==> src/rtl/rom_loader_if.sv <==
// ROM and SRAM bus bundle of the boot-time ROM-to-SRAM copy engine.
// The master side is the copy engine; the slave side holds the two memories.
interface rom_loader_if #(
   parameter int unsigned AW  = 14,
   parameter int unsigned DAW = 19
);
   logic [AW-1:0]  rom_a;
   logic [7:0]     rom_dout;
   logic [DAW-1:0] sram_a;
   logic [7:0]     sram_dout;
   logic [7:0]     sram_din;
   logic           sram_we_n;

   modport master (
      output rom_a,
      input  rom_dout,
      output sram_a,
      output sram_dout,
      input  sram_din,
      output sram_we_n
   );

   modport slave (
      input  rom_a,
      output rom_dout,
      input  sram_a,
      input  sram_dout,
      output sram_din,
      input  sram_we_n
   );
endinterface

==> src/rtl/rom_loader.sv <==
// Copies LEN bytes from the boot ROM into SRAM at a programmable base, then reads
// every byte back and compares it against the ROM; reports checksum and first bad offset.
module rom_loader #(
   parameter int unsigned AW        = 14,
   parameter int unsigned DAW       = 19,
   parameter int unsigned LEN       = 16384,
   parameter int unsigned WE_CYCLES = 2
) (
   input  logic            clk,
   input  logic            rst_n,
   input  logic            start,
   input  logic [DAW-1:0]  base,
   rom_loader_if.master    mem,
   output logic            busy,
   output logic            done,
   output logic            error,
   output logic [AW-1:0]   err_addr,
   output logic [7:0]      checksum
);

   localparam logic [AW-1:0] LastOff = AW'(LEN - 1);
   localparam int unsigned   WcW     = (WE_CYCLES > 1) ? $clog2(WE_CYCLES) : 1;
   localparam logic [WcW-1:0] WeLast = WcW'(WE_CYCLES - 1);

   typedef enum logic [2:0] {
      StIdle,
      StFetch,
      StCapture,
      StWrite,
      StHold,
      StVfetch,
      StVcmp,
      StDone
   } state_e;

   state_e         state_q;
   logic [DAW-1:0] base_q;
   logic [AW-1:0]  offset_q;
   logic [WcW-1:0] we_cnt_q;
   logic [AW-1:0]  rom_a_q;
   logic [DAW-1:0] sram_a_q;
   logic [7:0]     sram_dout_q;
   logic           sram_we_n_q;

   assign mem.rom_a     = rom_a_q;
   assign mem.sram_a    = sram_a_q;
   assign mem.sram_dout = sram_dout_q;
   assign mem.sram_we_n = sram_we_n_q;

   // rom_a is loaded on entry to FETCH/VFETCH so the registered ROM data is
   // ready one full cycle before CAPTURE/VCMP samples it.
   always_ff @(posedge clk) begin
      if (!rst_n) begin
         state_q     <= StIdle;
         base_q      <= '0;
         offset_q    <= '0;
         we_cnt_q    <= '0;
         rom_a_q     <= '0;
         sram_a_q    <= '0;
         sram_dout_q <= '0;
         sram_we_n_q <= 1'b1;
         busy        <= 1'b0;
         done        <= 1'b0;
         error       <= 1'b0;
         err_addr    <= '0;
         checksum    <= '0;
      end else begin
         unique case (state_q)
            StIdle, StDone: begin
               if (start) begin
                  base_q   <= base;
                  offset_q <= '0;
                  rom_a_q  <= '0;
                  checksum <= '0;
                  error    <= 1'b0;
                  err_addr <= '0;
                  busy     <= 1'b1;
                  done     <= 1'b0;
                  state_q  <= StFetch;
               end
            end
            StFetch: begin
               state_q <= StCapture;
            end
            StCapture: begin
               sram_dout_q <= mem.rom_dout;
               sram_a_q    <= base_q + DAW'(offset_q);
               checksum    <= checksum + mem.rom_dout;
               we_cnt_q    <= '0;
               state_q     <= StWrite;
            end
            StWrite: begin
               sram_we_n_q <= 1'b0;
               if (we_cnt_q == WeLast) begin
                  state_q <= StHold;
               end else begin
                  we_cnt_q <= we_cnt_q + WcW'(1);
               end
            end
            StHold: begin
               sram_we_n_q <= 1'b1;
               if (offset_q == LastOff) begin
                  offset_q <= '0;
                  rom_a_q  <= '0;
                  state_q  <= StVfetch;
               end else begin
                  offset_q <= offset_q + AW'(1);
                  rom_a_q  <= offset_q + AW'(1);
                  state_q  <= StFetch;
               end
            end
            StVfetch: begin
               // Address moves only here, a full cycle after the last strobe rose.
               sram_a_q    <= base_q + DAW'(offset_q);
               sram_we_n_q <= 1'b1;
               state_q     <= StVcmp;
            end
            StVcmp: begin
               if (mem.rom_dout != mem.sram_din) begin
                  error    <= 1'b1;
                  err_addr <= offset_q;
                  busy     <= 1'b0;
                  done     <= 1'b1;
                  state_q  <= StDone;
               end else if (offset_q == LastOff) begin
                  busy    <= 1'b0;
                  done    <= 1'b1;
                  state_q <= StDone;
               end else begin
                  offset_q <= offset_q + AW'(1);
                  rom_a_q  <= offset_q + AW'(1);
                  state_q  <= StVfetch;
               end
            end
            default: begin
               state_q <= StIdle;
            end
         endcase
      end
   end

endmodule

==> src/flat_wrapper.sv <==
// flat-port wrapper written by rule: the top's interface ports become plain ports
module rom_loader_flat 
#(
   parameter int unsigned AW        = 14,
   parameter int unsigned DAW       = 19,
   parameter int unsigned LEN       = 16384,
   parameter int unsigned WE_CYCLES = 2
)
  (clk, rst_n, start, base, busy, done, error, err_addr, checksum, mem_rom_a, mem_rom_dout, mem_sram_a, mem_sram_dout, mem_sram_din, mem_sram_we_n);
  rom_loader_if #(.AW(AW), .DAW(DAW)) mem_i ();
  input  logic clk;
  input  logic rst_n;
  input  logic start;
  input  logic [DAW-1:0] base;
  output logic busy;
  output logic done;
  output logic error;
  output logic [AW-1:0] err_addr;
  output logic [7:0] checksum;
  output wire logic [$bits(mem_i.rom_a)-1:0] mem_rom_a;
  input wire logic [$bits(mem_i.rom_dout)-1:0] mem_rom_dout;
  output wire logic [$bits(mem_i.sram_a)-1:0] mem_sram_a;
  output wire logic [$bits(mem_i.sram_dout)-1:0] mem_sram_dout;
  input wire logic [$bits(mem_i.sram_din)-1:0] mem_sram_din;
  output wire logic [$bits(mem_i.sram_we_n)-1:0] mem_sram_we_n;
  assign mem_rom_a = mem_i.rom_a;
  assign mem_i.rom_dout = mem_rom_dout;
  assign mem_sram_a = mem_i.sram_a;
  assign mem_sram_dout = mem_i.sram_dout;
  assign mem_i.sram_din = mem_sram_din;
  assign mem_sram_we_n = mem_i.sram_we_n;
  rom_loader #(.AW(AW), .DAW(DAW), .LEN(LEN), .WE_CYCLES(WE_CYCLES)) u_core (.clk(clk), .rst_n(rst_n), .start(start), .base(base), .mem(mem_i), .busy(busy), .done(done), .error(error), .err_addr(err_addr), .checksum(checksum));
endmodule
==> config.mk <==
export PLATFORM = sky130hd
export DESIGN_NAME = rom_loader_flat
export DESIGN_NICKNAME = d
export VERILOG_FILES = /design/src/rtl/rom_loader_if.sv /design/src/rtl/rom_loader.sv /design/src/flat_wrapper.sv
export SDC_FILE = /design/constraint.sdc
export NUM_CORES = 1
export LEC_CHECK = 0
export CAP_MARGIN = 20
export CORE_ASPECT_RATIO = 0.6
export CORE_MARGIN = 2
export CORE_UTILIZATION = 25
export DETAILED_ROUTE_END_ITERATION = 8
export MAX_ROUTING_LAYER = met4
export PLACE_DENSITY = 0.49
export SETUP_SLACK_MARGIN = 0.3
export SYNTH_ARGS = -nofsm -noshare
export SYNTH_HDL_FRONTEND = slang
export SYNTH_SLANG_ARGS = --single-unit
==> constraint.sdc <==
create_clock -name clk -period 2.1 [get_ports clk]
set_input_delay 0.315 -clock clk [delete_from_list [all_inputs] [get_ports clk]]
set_output_delay 0.315 -clock clk [all_outputs]
set_load 0.1 [all_outputs]
; ---- Yosys cells after proc, flatten, opt, wreduce, memory -nomap -nowiden
; Index checks and enable logic that the tools add are counted.
[totals]
reg_bits = 90
inputBits = 38
output_inout_bits = 67
wordCells = 74
[op_classes]
n_addsub = 4
n_eq_ne = 15
muxes = 28
reduce_logical = 15
[op_table]
columns = op, n
row1 = $mux W14, 5
row2 = $pmux W14 S3, 1
row3 = $pmux W14 S2, 1
row4 = $pmux W3 S7, 1
row5 = $add A19 B14 Y19, 1
row6 = $pmux W8 S2, 1
row7 = $add A14 B1 Y14 const B, 1
row8 = $eq A14 B14 Y1 const B, 1
row9 = $eq A3 B3 Y1 const B, 4
row10 = $mux W3, 4
row11 = $pmux W1 S2, 5
row12 = $add A8 B8 Y8, 1
row13 = $mux W1, 8
row14 = $mux W8, 1
row15 = $ne A8 B8 Y1, 1
row16 = $reduce_bool A2 Y1, 4
row17 = $eq A3 B2 Y1 const B, 2
row18 = $ne A2 B2 Y1 const B, 3
row19 = $reduce_and A2 Y1, 3
row20 = $reduce_and A3 Y1, 2
row21 = $reduce_or A2 Y1, 3
row22 = $ne A2 B1 Y1 const B, 2
row23 = $reduce_and A4 Y1, 1
row24 = $eq A3 B1 Y1 const B, 1
row25 = other kinds (5), 5

; ---- Depth between registers and ports, before layout
; Gate-level depths: netlist (run 1).
[logic_depth]
ltp_word = 4
mapped_depth = 9
ltp_nobuf = 9

; ---- Worst setup path after synthesis (run 1)
; Ideal clock, no wire load.
[synth_path]
path_type = reg2reg
start = register u_core.mem.rom_a[0] (netlist name)
end = register u_core.sram_a_q[16] (netlist: u_core.mem.sram_a[16])
setup_ns = 0.071
arrival_ns = 2.724
required_ns = 2.029
path_slack_ns = -0.695
stages_incl_launch_ff = 10
n_path_buf = 0
synth_period_minus_slack_ns = 2.795
path_cell_list = dfxtp_1 > ha_1 > fa_1 > a21o_1 > a21oi_1 > o21ba_2 > o31ai_2 > nand3_1 > xor2_1 > a21oi_1
[synth_rtl]
columns = element, line_no
row1 = "end signal, assigned", rom_loader.sv:87  ; sram_a_q <= base_q + DAW'(offset_q);
row2 = "end signal, assigned", rom_loader.sv:114  ; sram_a_q <= base_q + DAW'(offset_q);
row3 = "end, declared", rom_loader.sv:41  ; logic [DAW-1:0] sram_a_q;

==> results of run 1 <==
[flip-flops by register name, summed over array words and instances, names as in the netlist, 3 cells and up]
name                  flops
u_core.err_addr          14
u_core.checksum           8
u_core.mem.sram_a        19
u_core.base_q            19
u_core.mem.sram_dout      8
u_core.state_q            3
u_core.mem.rom_a         14
[metal layers]
layer | vias to the layer above | global-route usage | part of all wire
met2 | 100 | 0.228 | 0.41
met1 | 2077 | 0.237 | 0.53
met3 | 11 | 0.0279 | 0.045
met5 | - | - | 0
li1 | 2253 | - | -
met4 | 0 | 0.0342 | 0.012
[through the flow]
step | util | setup TNS, ns
2_1_floorplan | - | 0
3_3_place_gp | 0.358 | -4.47
3_5_place_dp | 0.358 | -4.91
6_report | 0.406 | 0
5_1_grt | 0.406 | -0.0428
4_1_cts | 0.388 | 0
[power groups by stage]
stage / Sequential (mW) / Clock, mW / Combinational (mW)
after CTS: 1.86 / 1.58 / 1.18
final: 1.86 / 1.51 / 1.23
after global placement: 1.89 / 0 / 1.16
after floorplan: 2.27 / 0 / 0.406
after detailed placement: 1.90 / 0 / 1.17
after global routing: 1.88 / 1.64 / 1.32
[cell families (layout without fill, tap and decap cells)]
family / count (synthesis) / count (layout) / synth area share
compound gates: 155 / 155 / 0.223
simple gates: 202 / 202 / 0.198
fa+ha+maj: 24 / 24 / 0.0705
flops: 90 / 90 / 0.403
xor+xnor: 34 / 34 / 0.0666
buf+inv: 42 / 211 / 0.0386
[worst max-delay path: cells and delay by family, from the launching register on]
| kind | cells | cell delay, ns |
|---|---|---|
| XOR/XNOR | 1 | 0.20 |
| AO/OA/AOI/OAI | 5 | 0.76 |
| AND/OR/NAND/NOR | 1 | 0.11 |
| adder cells (fa/ha/maj) | 2 | 0.51 |
| flip-flops | 1 | 0.37 |
[cell type report]
type,instances,share of cell area
inverter,15,0.00853
timing repair buffer,180,0.216
tap,234,0.0416
clock buffer,9,0.0320
sequential,90,0.267
clock inverter,7,0.00729
multi-input combinational,415,0.427
[final timing paths]
| kind | from | end | slack (ns) | cells past startpoint |
|---|---|---|---|---|
| max | u_core.mem.rom_a[0]$_SDFFE_PN0P_ | u_core.mem.sram_a[14]$_SDFFE_PN0P_ | 0.09 | 9 |
| min | u_core.mem.sram_dout[6]$_SDFFE_PN0P_ | u_core.mem.sram_dout[6]$_SDFFE_PN0P_ | 0.45 | 2 |
| max reg2reg | u_core.mem.rom_a[0]$_SDFFE_PN0P_ | u_core.mem.sram_a[14]$_SDFFE_PN0P_ | 0.09 | 9 |
| min reg2reg | u_core.mem.sram_dout[6]$_SDFFE_PN0P_ | u_core.mem.sram_dout[6]$_SDFFE_PN0P_ | 0.45 | 2 |
[what timing repair did]
item,in CTS,in global routing
gates resized for setup,43,57
gates cloned,1,1
pin swaps,32,31
buffers inserted,19,10
setup endpoints to repair,46,42
endpoints found under the hold margin,0,0
[cell usage in the layout (no fill, tap or decap), types with 11 or more instances in the layout]
| master | instances |
|---|---|
| nor2_1 | 22 |
| o21ai_0 | 12 |
| nand3_1 | 20 |
| ha_4 | 14 |
| xnor2_1 | 26 |
| dfxtp_1 | 65 |
| dlygate4sd2_1 | 16 |
| buf_4 | 127 |
| a21oi_1 | 61 |
| a22o_1 | 14 |
| inv_1 | 13 |
| nand2_1 | 106 |
| a21oi_2 | 14 |
| clkdlybuf4s50_1 | 21 |
| buf_6 | 11 |
| dfxtp_4 | 19 |
==> results.json, run 1 <==
{
  "cpMaxStageDelayCell": "dfxtp_4",
  "fin_crit_sh": 0.956,
  "power.leakage_nw": 2.73,
  "drv_cap": 0,
  "ys_warn_count": 0,
  "setup_slack_ns": 0.0925,
  "dp_slack_ns": -0.312,
  "slew_headroom": 0.772,
  "yosys-top-cells-count": "nand2_1, dfxtp_1, a21oi_1",
  "setup_violations": 0,
  "worst-path-max-fanout": 4,
  "dieWidth_um": 177,
  "pwr-share-seq": 0.404,
  "ant_nets": 0,
  "cts_root_buffer": "clkbuf_16",
  "synth_seq_area_share": 0.403,
  "clockBufferDepth": 2,
  "yosys.area.top_type": "dfxtp_1",
  "first_global_vias": 4277,
  "hpwlAfterDp_um": 10800,
  "nets": 773,
  "grt-ovfl-total": 0,
  "synthTopCellsByArea": "dfxtp_1, nand2_1, a21oi_1",
  "cp_data_arrival_time_ns": 2.29,
  "yosysUniqueCellTypes": 49,
  "grtUsageTotal": 0.161,
  "initial_core_util": 0.258,
  "fillers": 1761,
  "hp-class": "flop to flop",
  "vias_per_cell": 4.67,
  "ir_worst_vdd_mv": 0.412,
  "synth-edff-count": 0,
  "avgSynthCellArea_um2": 8.17,
  "period_needed_ns": 2.01,
  "setup.worst_path.start_class": "flop",
  "worstSetupPathType": "flop to flop",
  "wirelength_um": 15000,
  "io_pins": 105,
  "path_cells": "ha_4 -> fa_2 -> a21o_1 -> a21oi_2 -> o21ba_4 -> o31ai_4 -> xnor2_1 -> nand2_1 -> a21oi_2",
  "drt_iter0_markers": 235,
  "cts_tree": "done",
  "die_y_um": 108,
  "end_kind": "flop",
  "power.total_mw": 4.61,
  "placedCellCount": 903,
  "drc": 0,
  "yosysTopAreaCellShare": 0.403,
  "gp_congestion": 0.806,
  "switchingPower_mw": 1.61,
  "antenna_cells": 0,
  "ctsHoldBuffers": 0,
  "timing.fmax_mhz": 498,
  "portBuffers": 104,
  "finalClockSkew_ns": 0.0109,
  "holdWs_ns": 0.454,
  "dpl-instance-area_mm2": 0.00619,
  "ys_ff_latch": 90,
  "intPower_mw": 3.00,
  "path_clk_slew_ns": 0.07,
  "rsz0062_at_grt": "true",
  "htree_levels": 3,
  "drt_first_pass_iters": 4,
  "status": "finished clean",
  "crit_top_cell": "a21oi_2",
  "tightest_slew_ns": 0.342,
  "hold_viol_final": 0,
  "p_per_area_mw_per_mm2": 655,
  "multi_input_area_mm2": 0.00301,
  "rows": 37,
  "synth_fp_nets": 609,
  "area_delta_synth_final_pct": 57.5,
  "cts_buffers": 9,
  "switching_share": 0.349,
  "coreArea_mm2": 0.0173,
  "clock_latency_ns": 0.34,
  "regArea_mm2": 0.00188,
  "synth_cells": 547,
  "grt_max_degree": 59,
  "clock-sinks": 90,
  "grt_antenna_before_repair": 0,
  "design.die.area_mm2": 0.0190,
  "synthesis.area_mm2": 0.00447,
  "synthArstFlopShare": 0,
  "ys.flop_type": "dfxtp_1",
  "final_area_mm2": 0.00704,
  "critPathMaxStageDelay_ns": 0.37,
  "clkPwrFrac": 0.329,
  "combPwrFrac": 0.267,
  "slew_violations": 0,
  "drive_gt1_frac": 0.374,
  "avgRoutedWirePerCell_um": 15.8,
  "vias": 4441,
  "required_ns": 2.38,
  "grt_pass1_wl_um": 23000,
  "fin_cells": 950,
  "yosysMostFrequentCell": "nand2_1"
}
Power figures use the tool's default switching activity.
==> run 2, diff against run 1 <==
- CTS_BUF_LIST: unset -> sky130_fd_sc_hd__clkbuf_8
==> results.json, run 2 (synthesis gave the netlist of run 1 again) <==
{
  "dpl-instance-area_mm2": 0.00619,
  "fin_crit_sh": 0.964,
  "grt-ovfl-total": 0,
  "drt_iter0_markers": 253,
  "finalClockSkew_ns": 0.0138,
  "fillers": 1763,
  "htree_levels": 3,
  "portBuffers": 104,
  "setup_slack_ns": 0.0762,
  "wirelength_um": 15000,
  "hold_viol_final": 0,
  "timing.fmax_mhz": 494,
  "cts_tree": "done",
  "area_delta_synth_final_pct": 56.3,
  "period_needed_ns": 2.02,
  "dp_slack_ns": -0.312,
  "setup_violations": 0,
  "hpwlAfterDp_um": 10800,
  "gp_congestion": 0.806,
  "ir_worst_vdd_mv": 0.279,
  "layout_commonest_cell": "buf_4",
  "setup.worst_path.start_class": "flop",
  "clock_latency_ns": 0.37,
  "power.leakage_nw": 2.74,
  "first_global_vias": 4243,
  "io_pins": 105,
  "dieWidth_um": 177,
  "ant_nets": 0,
  "cts_buffers": 9,
  "grtUsageTotal": 0.158,
  "clock-sinks": 90,
  "p_per_area_mw_per_mm2": 600,
  "end_kind": "flop",
  "slew_violations": 0,
  "path_clk_slew_ns": 0.10,
  "drive_gt1_frac": 0.369,
  "antenna_cells": 0,
  "finish.utilization": 0.404,
  "design.die.area_mm2": 0.0190,
  "drt_first_pass_iters": 4,
  "rsz0062_at_grt": "true",
  "grt_pass1_wl_um": 22600,
  "status": "finished clean",
  "rows": 37,
  "vias_per_cell": 4.69,
  "final_area_mm2": 0.00699,
  "drc": 0,
  "worstSetupPathType": "flop to flop",
  "ctsHoldBuffers": 0,
  "drv_cap": 0,
  "tightest_slew_ns": 0.425,
  "clockBufferDepth": 2,
  "holdWs_ns": 0.419,
  "final_cell_mix": "buf_4, nand2_1, dfxtp_1",
  "nets": 777,
  "grt_antenna_before_repair": 0,
  "grt_max_degree": 59,
  "cts_root_buffer": "clkbuf_8",
  "slew_headroom": 0.716,
  "power.total_mw": 4.19,
  "initial_core_util": 0.258,
  "cp_data_arrival_time_ns": 2.34,
  "worst-path-max-fanout": 4,
  "vias": 4470,
  "die_y_um": 108,
  "avgRoutedWirePerCell_um": 15.8,
  "hp-class": "input pin to flop",
  "required_ns": 2.41,
  "coreArea_mm2": 0.0173
}
==> run 2: metrics by stage <==
| step | cells | TNS [ns] |
|---|---|---|
| finish | 954 | 0 |
| global route | 954 | -0.0655 |
| CTS | 939 | 0 |
| detailed placement | 903 | -4.91 |
| global placement | 903 | -4.47 |
| floorplan | 547 | 0 |
==> run 2: final timing paths <==
kind                                          end  slack, ns  cells after the start                                  from
max            u_core.mem.sram_a[14]$_SDFFE_PN0P_       0.08                      9      u_core.mem.rom_a[0]$_SDFFE_PN0P_
min reg2reg  u_core.mem.sram_dout[6]$_SDFFE_PN0P_       0.46                      2  u_core.mem.sram_dout[6]$_SDFFE_PN0P_
min          u_core.mem.sram_dout[0]$_SDFFE_PN0P_       0.42                      3                       mem_rom_dout[0]
max reg2reg    u_core.mem.sram_a[14]$_SDFFE_PN0P_       0.08                      9      u_core.mem.rom_a[0]$_SDFFE_PN0P_
==> run 2: timing repair <==
| item | 4_1_cts | 5_1_grt |
|---|---|---|
| cloned | 2 | 1 |
| pin swaps | 30 | 41 |
| gates resized for setup | 40 | 59 |
| buffers inserted | 18 | 14 |
| setup endpoints to repair | 45 | 56 |
==> run 2: metal layers <==
metal  track usage  vias up  share of wire  wire [um]
met2         0.218      107           0.41       6190
met5             -        -              0          0
met3        0.0290        9          0.040        603
met1         0.235     2092           0.54       8110
met4        0.0342        0         0.0088        132
li1              -     2262              -          -
==> run 2: layout make-up <==
class / count / area [um^2] / share of cell area
clock inverter: 7 / 51.3 / 0.00734
clock buffer: 9 / 124 / 0.0177
multi-input combinational: 415 / 2990 / 0.428
timing repair buffer: 184 / 1590 / 0.227
inverter: 15 / 56.3 / 0.00806
tap: 234 / 293 / 0.0419
sequential: 90 / 1890 / 0.270
==> run 2: worst max-delay path, cell delays in order (launching register included) <==
cell	delay (ns)
dfxtp_4	0.38
ha_4	0.17
fa_2	0.34
a21o_1	0.18
a21oi_2	0.18
o21ba_4	0.20
o31ai_4	0.08
xnor2_1	0.20
nand2_1	0.11
a21oi_2	0.13
==> run 2: where the power goes <==
| group | switching [mW] | leakage (nW) | internal, mW | total (mW) |
|---|---|---|---|---|
| Clock | 0.661 | 0.0864 | 0.438 | 1.10 |
| Sequential | 0.0856 | 0.749 | 1.78 | 1.86 |
| Combinational | 0.816 | 1.90 | 0.410 | 1.23 |
